<file path="src/rtl/hopfield_pkg.sv">
// Shared types and defaults for the Hopfield spike recall decoder.
// The optional Hamming-distance output is selected with RECALL_HAMMING_EN.
package hopfield_pkg;

  typedef enum logic [2:0] {
    S_IDLE,
    S_SETTLE,
    S_COUNT,
    S_EVAL,
    S_HOLD
  } state_t;

  localparam int N_DEF      = 7;
  localparam int CNT_W_DEF  = 8;
  localparam int THRESH_DEF = 4;

  // Width of a neuron index; a single neuron still gets a 1-bit index.
  function automatic int idx_width(input int n);
    return (n > 1) ? $clog2(n) : 1;
  endfunction

  localparam int WINNER_W_DEF = idx_width(N_DEF);

endpackage

</file>
<file path="src/rtl/spike_edge_counter.sv">
// Per-neuron rising-edge detector feeding a saturating spike counter.
module spike_edge_counter
  import hopfield_pkg::*;
#(
  parameter int CNT_W = CNT_W_DEF
) (
  input  logic             clk,
  input  logic             reset,
  input  logic             i_spike,
  input  logic             i_clear,
  input  logic             i_enable,
  output logic [CNT_W-1:0] o_count
);

  logic             r_spk_prev;
  logic [CNT_W-1:0] r_count;
  logic             w_rise;

  assign w_rise = i_spike & ~r_spk_prev;

  // NOTE: sequential state uses non-blocking assignments so every register
  // samples pre-edge values, independent of statement order.
  always_ff @(posedge clk) begin
    if (reset) begin
      r_spk_prev <= 1'b0;
      r_count    <= '0;
    end else begin
      // The edge history tracks the input in every state, so a level held
      // across the start of counting never looks like a fresh edge.
      r_spk_prev <= i_spike;
      if (i_clear) begin
        r_count <= '0;
      end else if (i_enable && w_rise && (r_count != '1)) begin
        r_count <= r_count + 1'b1;
      end
    end
  end

  assign o_count = r_count;

endmodule

</file>
<file path="src/rtl/spike_recall_decoder.sv">
// Measures per-neuron spike activity over a window and reports the recalled
// pattern plus the most active neuron. RECALL_HAMMING_EN adds a target compare.
module spike_recall_decoder
  import hopfield_pkg::*;
#(
  parameter  int N      = N_DEF,
  parameter  int CNT_W  = CNT_W_DEF,
  parameter  int WINDOW = 64,
  parameter  int SETTLE = 16,
  parameter  int THRESH = THRESH_DEF,
  localparam int WIN_W  = idx_width(N)
) (
  input  logic             clk,
  input  logic             reset,
  input  logic [N-1:0]     spikes,
  input  logic             start,
  input  logic             out_ready,
  output logic             busy,
  output logic             out_valid,
  output logic [N-1:0]     pattern_out,
  output logic [WIN_W-1:0] winner,
  output logic [CNT_W-1:0] winner_cnt
`ifdef RECALL_HAMMING_EN
  ,
  input  logic [N-1:0]            target_pattern,
  output logic [$clog2(N+1)-1:0]  hamming_dist
`endif
);

  localparam int SET_W = (SETTLE > 0) ? $clog2(SETTLE + 1) : 1;
  localparam int WC_W  = $clog2(WINDOW + 1);

  state_t           r_state;
  state_t           w_next;
  logic [SET_W-1:0] r_settle_cnt;
  logic [WC_W-1:0]  r_win_cnt;
  logic             w_clear;
  logic             w_count_en;
  logic             w_settle_last;
  logic             w_window_last;

  logic [CNT_W-1:0] w_counts [N];
  logic [N-1:0]     w_pattern;
  logic [WIN_W-1:0] w_winner;
  logic [CNT_W-1:0] w_winner_cnt;

  for (genvar g = 0; g < N; g++) begin : g_neuron
    spike_edge_counter #(.CNT_W(CNT_W)) u_cnt (
      .clk      (clk),
      .reset    (reset),
      .i_spike  (spikes[g]),
      .i_clear  (w_clear),
      .i_enable (w_count_en),
      .o_count  (w_counts[g])
    );
  end

  assign w_settle_last = (r_settle_cnt == SET_W'(SETTLE - 1));
  assign w_window_last = (r_win_cnt == WC_W'(WINDOW - 1));

  // NOTE: every signal written here gets a default first, so no path through
  // the case leaves one unassigned and no latch is inferred.
  always_comb begin
    w_next     = r_state;
    w_clear    = 1'b0;
    w_count_en = 1'b0;
    unique case (r_state)
      S_IDLE: begin
        if (start) begin
          w_clear = 1'b1;
          w_next  = (SETTLE == 0) ? S_COUNT : S_SETTLE;
        end
      end
      S_SETTLE: if (w_settle_last) w_next = S_COUNT;
      S_COUNT: begin
        w_count_en = 1'b1;
        if (w_window_last) w_next = S_EVAL;
      end
      S_EVAL:  w_next = S_HOLD;
      S_HOLD:  if (out_ready) w_next = S_IDLE;
      default: w_next = S_IDLE;
    endcase
  end

  always_ff @(posedge clk) begin
    if (reset) begin
      r_state      <= S_IDLE;
      r_settle_cnt <= '0;
      r_win_cnt    <= '0;
    end else begin
      r_state      <= w_next;
      r_settle_cnt <= (r_state == S_SETTLE) ? r_settle_cnt + 1'b1 : '0;
      r_win_cnt    <= (r_state == S_COUNT) ? r_win_cnt + 1'b1 : '0;
    end
  end

  // Strict greater-than keeps the lowest index on ties; all-zero counts
  // leave winner and winner_cnt at 0.
  always_comb begin
    w_pattern    = '0;
    w_winner     = '0;
    w_winner_cnt = '0;
    for (int i = 0; i < N; i++) begin
      w_pattern[i] = (w_counts[i] >= CNT_W'(THRESH));
      if (w_counts[i] > w_winner_cnt) begin
        w_winner     = WIN_W'(i);
        w_winner_cnt = w_counts[i];
      end
    end
  end

  always_ff @(posedge clk) begin
    if (reset) begin
      pattern_out <= '0;
      winner      <= '0;
      winner_cnt  <= '0;
    end else if (r_state == S_EVAL) begin
      pattern_out <= w_pattern;
      winner      <= w_winner;
      winner_cnt  <= w_winner_cnt;
    end
  end

`ifdef RECALL_HAMMING_EN
  logic [N-1:0]           r_target;
  logic [$clog2(N+1)-1:0] w_hamming;

  always_comb begin
    w_hamming = '0;
    for (int i = 0; i < N; i++) begin
      w_hamming = w_hamming + ($clog2(N+1))'(w_pattern[i] ^ r_target[i]);
    end
  end

  always_ff @(posedge clk) begin
    if (reset) begin
      r_target     <= '0;
      hamming_dist <= '0;
    end else begin
      if (r_state == S_IDLE && start) r_target <= target_pattern;
      if (r_state == S_EVAL) hamming_dist <= w_hamming;
    end
  end
`endif

  assign busy      = (r_state != S_IDLE);
  assign out_valid = (r_state == S_HOLD);

endmodule
</file>
<file path="config.mk">
export PLATFORM = sky130hd
export DESIGN_NAME = spike_recall_decoder
export DESIGN_NICKNAME = d
export VERILOG_FILES = /design/src/rtl/hopfield_pkg.sv /design/src/rtl/spike_edge_counter.sv /design/src/rtl/spike_recall_decoder.sv
export SDC_FILE = /design/constraint.sdc
export NUM_CORES = 1
export LEC_CHECK = 0
export CAP_MARGIN = 10
export CORE_MARGIN = 5
export CORE_UTILIZATION = 45
export CTS_BUF_LIST = sky130_fd_sc_hd__clkbuf_2 sky130_fd_sc_hd__clkbuf_4 sky130_fd_sc_hd__clkbuf_8
export DETAILED_ROUTE_END_ITERATION = 16
export GPL_TIMING_DRIVEN = 0
export HOLD_SLACK_MARGIN = 0.15
export PLACE_DENSITY = 0.69
export SYNTH_ARGS = -nofsm -noshare
export SYNTH_HDL_FRONTEND = slang
export SYNTH_SLANG_ARGS = --single-unit
</file>
<file path="constraint.sdc">
create_clock -name clk -period 13.6 [get_ports clk]
set_input_delay 2.04 -clock clk [delete_from_list [all_inputs] [get_ports clk]]
set_output_delay 2.04 -clock clk [all_outputs]
set_load 0.1 [all_outputs]
</file>
==> metrics.yaml, run 1 <==
flow_run:
  maxCapViolCount: 0
worst_setup_path:
  required_ps: 13910
  endpoint_kind: "flip-flop"
  cp_top_family: "compound AO/OA/AOI/OAI gates"
  setup.worst_path.start_class: "flip-flop"
  critPathMaxStageDelay_ps: 540
  cp.depth: 64
  reg2regPathDepth: 64
  critPathSlowestCell: "or4_1"
  crit_arrival_ps: 12950
  path_max_fanout: 10
  critPathKind: "flip-flop to flip-flop"
  cp_common_cell: "ha_1"
  crit_buf_inv: 9
timing:
  slew_headroom: 0.2784
  drv_slew: 0
  min_period_ps: 12630
  timing.final.crit_share: 0.9289
  setup_viol: 0
  max_freq_ghz: 0.07916
  worstMarginPinSlew_ps: 1067
  holdWs_ps: 450.8
  hold_viol_final: 0
  clock_skew_ps: 15.74
power_and_ir_drop:
  pwr-share-comb: 0.034
  leakage_nw: 2.632
  vdd_drop_max_v: 0.00004751
  p_seq_frac: 0.550
  p_sw_frac: 0.2352
  total_power_uw: 514.7
  clockPowerShare: 0.416
  power-per-cell-area_nw_per_um2: 72.52
  p_int_uw: 393.6
  power.switching_uw: 121.1
synthesis:
  yosysTopAreaCellShare: 0.3073
  yosysUniqueCellTypes: 67
  yosysTopAreaCell: "dfxtp_1"
  syn_inst: 744
  synth_edf_count: 0
  syn_area_um2: 6255
  synth_flop_cell: "dfxtp_1"
  synth.net_count: 818
  yosysSeqAreaShare: 0.3073
  ys_async_sr_fraction: 0
  yosys-top-cells-area: "dfxtp_1, ha_1, nor2_1"
  avgSynthCellArea_um2: 8.407
  yosysWarnings: 0
  synth-seq-cells: 96
clock_tree:
  cts_buffers: 9
  cts.sinks: 96
  cts_tree: "done"
  clockBufferDepth: 2
  path_clk_slew_ps: 100
  htreeDepth: 3
  cts_root_buffer: "clkbuf_8"
  clkLatencyLatePin_ps: 400
drt:
  ant_nets: 0
  firstDrtPassIters: 4
  dr.first_iter.drc_count: 398
  drc: 0
  postRouteWirelength_um: 15150
  viasPerCell: 5.497
  via_count: 5365
  routedWlPerCell_um: 15.52
placement:
  gp_congestion: 0.8652
  place_area_um2: 6770
  place_hpwl_um: 11520
  io_buffers: 29
floorplan:
  dieWidth_um: 127.9
  start_util: 0.4541
  dieArea_um2: 16360
  fp.dieH_um: 127.9
  core_um2: 13770
  ioPinCount: 31
  row_count: 43
finish:
  most-common-layout-cells: "nor2_1, dfxtp_1, ha_1"
  layout_commonest_cell: "nor2_1"
  drive_above_1_share: 0.08543
  n_fill_cell: 1332
  final_area_um2: 7097
  areaGrowthSynthToFinish_pct: 13.46
  final_util: 0.5153
  diodes: 0
  nets: 865
status:
  outcome: "finished, final reports clean"
hold_path:
  hp-class: "flip-flop to flip-flop"
  hold_depth: 1
global_route:
  gr-total-overflow: 0
  grt_first_pass_wirelength_um: 25270
  grt_pass1_vias: 5007
  grt_max_degree: 18
  antenna_found_initial: 0
  grt_use_total: 0.1918
==> final cells by class <==
cell class              count  area (um^2)  area share
flip-flops and latches     96         1922      0.2708
clock inverters             7        101.3     0.01428
inverters                  49        183.9     0.02592
well taps                 180        225.2     0.03173
repair buffers             37        350.3     0.04937
multi-input cells         568         4053      0.5711
clock buffers               9        123.9     0.01745
plain buffers              30        137.6     0.01939
==> what timing repair did <==
| action | 4_1_cts | 5_1_grt |
|---|---|---|
| resized for setup | 5 | 15 |
| setup endpoints to repair | 11 | 11 |
| pin swaps | 0 | 2 |
| gates cloned | 0 | 0 |
| buffers inserted | 0 | 8 |
| hold buffers | 0 | 0 |
==> power groups by stage <==
stage | combinational (mW) | clock, mW | sequential [mW]
detailed placement | 0.0178 | 0 | 0.290
CTS | 0.0178 | 0.221 | 0.283
finish | 0.0176 | 0.214 | 0.283
floorplan | 0.00985 | 0 | 0.289
global placement | 0.0178 | 0 | 0.289
global route | 0.0192 | 0.232 | 0.283
==> sequential cells by signal, summed over array words and instances, names as in the netlist <==
signal,cells
g_neuron.u_cnt.o_count,56
winner_cnt,8
g_neuron.u_cnt.r_spk_prev,7
pattern_out,7
r_win_cnt,7
r_settle_cnt,5
r_state,3
winner,3
==> Yosys cell counts, drive strengths merged (8+ instances only) <==
cell    instances
o211ai         19
nand3          13
dfxtp          96
nor4            9
clkbuf         25
nand2b          8
xnor2          23
nand2          28
nand4          31
a21oi          40
nor3            8
xor2           21
a21o           11
or3            15
inv            48
nor2          104
nor4b          12
a31oi          15
ha             63
o21ai          48
mux2i          16
nor2b          14
==> cell families (layout without fill, tap and decap cells) <==
| logic type | Yosys count | count (layout) | synth area share |
|---|---|---|---|
| fa+ha+maj | 63 | 63 | 0.1260 |
| xor+xnor | 44 | 44 | 0.06161 |
| flops | 96 | 96 | 0.3073 |
| mux | 22 | 22 | 0.03641 |
| buf+inv | 80 | 132 | 0.05081 |
| compound gates | 177 | 177 | 0.1954 |
| simple gates | 262 | 262 | 0.2224 |
==> stage by stage <==
step / std cells / setup slack [ps] / TNS [ps]
after floorplan: 744 / 1331 / 0
after global placement: 953 / -759.3 / -6052
after detailed placement: 953 / -825.4 / -6820
after CTS: 969 / 43.34 / 0
after global routing: 976 / -1.816 / -1.816
final: 976 / 967.0 / 0
==> worst register-to-register path, delay by kind of cell, from the launching register on <==
family | cells | cell delay [ps]
compound gates | 28 | 4890
buf+inv | 9 | 1550
flops | 1 | 370
mux | 2 | 780
fa+ha+maj | 6 | 1670
simple gates | 19 | 3330
==> per-layer routing <==
metal,wire length (um),GRT usage,part of all wire
met5,0,0,0
met2,6841,0.2961,0.45
met3,612,0.03542,0.040
met4,298,0.06492,0.020
met1,7399,0.2695,0.49
==> final timing paths <==
path	start	end	slack, ps
worst max-delay path	g_neuron[0].u_cnt.o_count[5]	winner[0]	970
worst min-delay path	r_win_cnt[0]	r_win_cnt[0]	450
worst max register to register	g_neuron[0].u_cnt.o_count[5]	winner[0]	970
worst min register to register	r_win_cnt[0]	r_win_cnt[0]	450
No activity file was read; power rests on OpenSTA's default activity.
==> inputs of run 2 (changes only) <==
--- a/config.mk
+++ b/config.mk
@@ -10,6 +10,7 @@
 export CORE_UTILIZATION = 45
 export CTS_BUF_LIST = sky130_fd_sc_hd__clkbuf_2 sky130_fd_sc_hd__clkbuf_4 sky130_fd_sc_hd__clkbuf_8
 export DETAILED_ROUTE_END_ITERATION = 16
+export GPL_ROUTABILITY_DRIVEN = 0
 export GPL_TIMING_DRIVEN = 0
 export HOLD_SLACK_MARGIN = 0.15
 export PLACE_DENSITY = 0.69
==> results of run 2 <==
The final DEF is identical to that of run 1; final timing and power are the same.
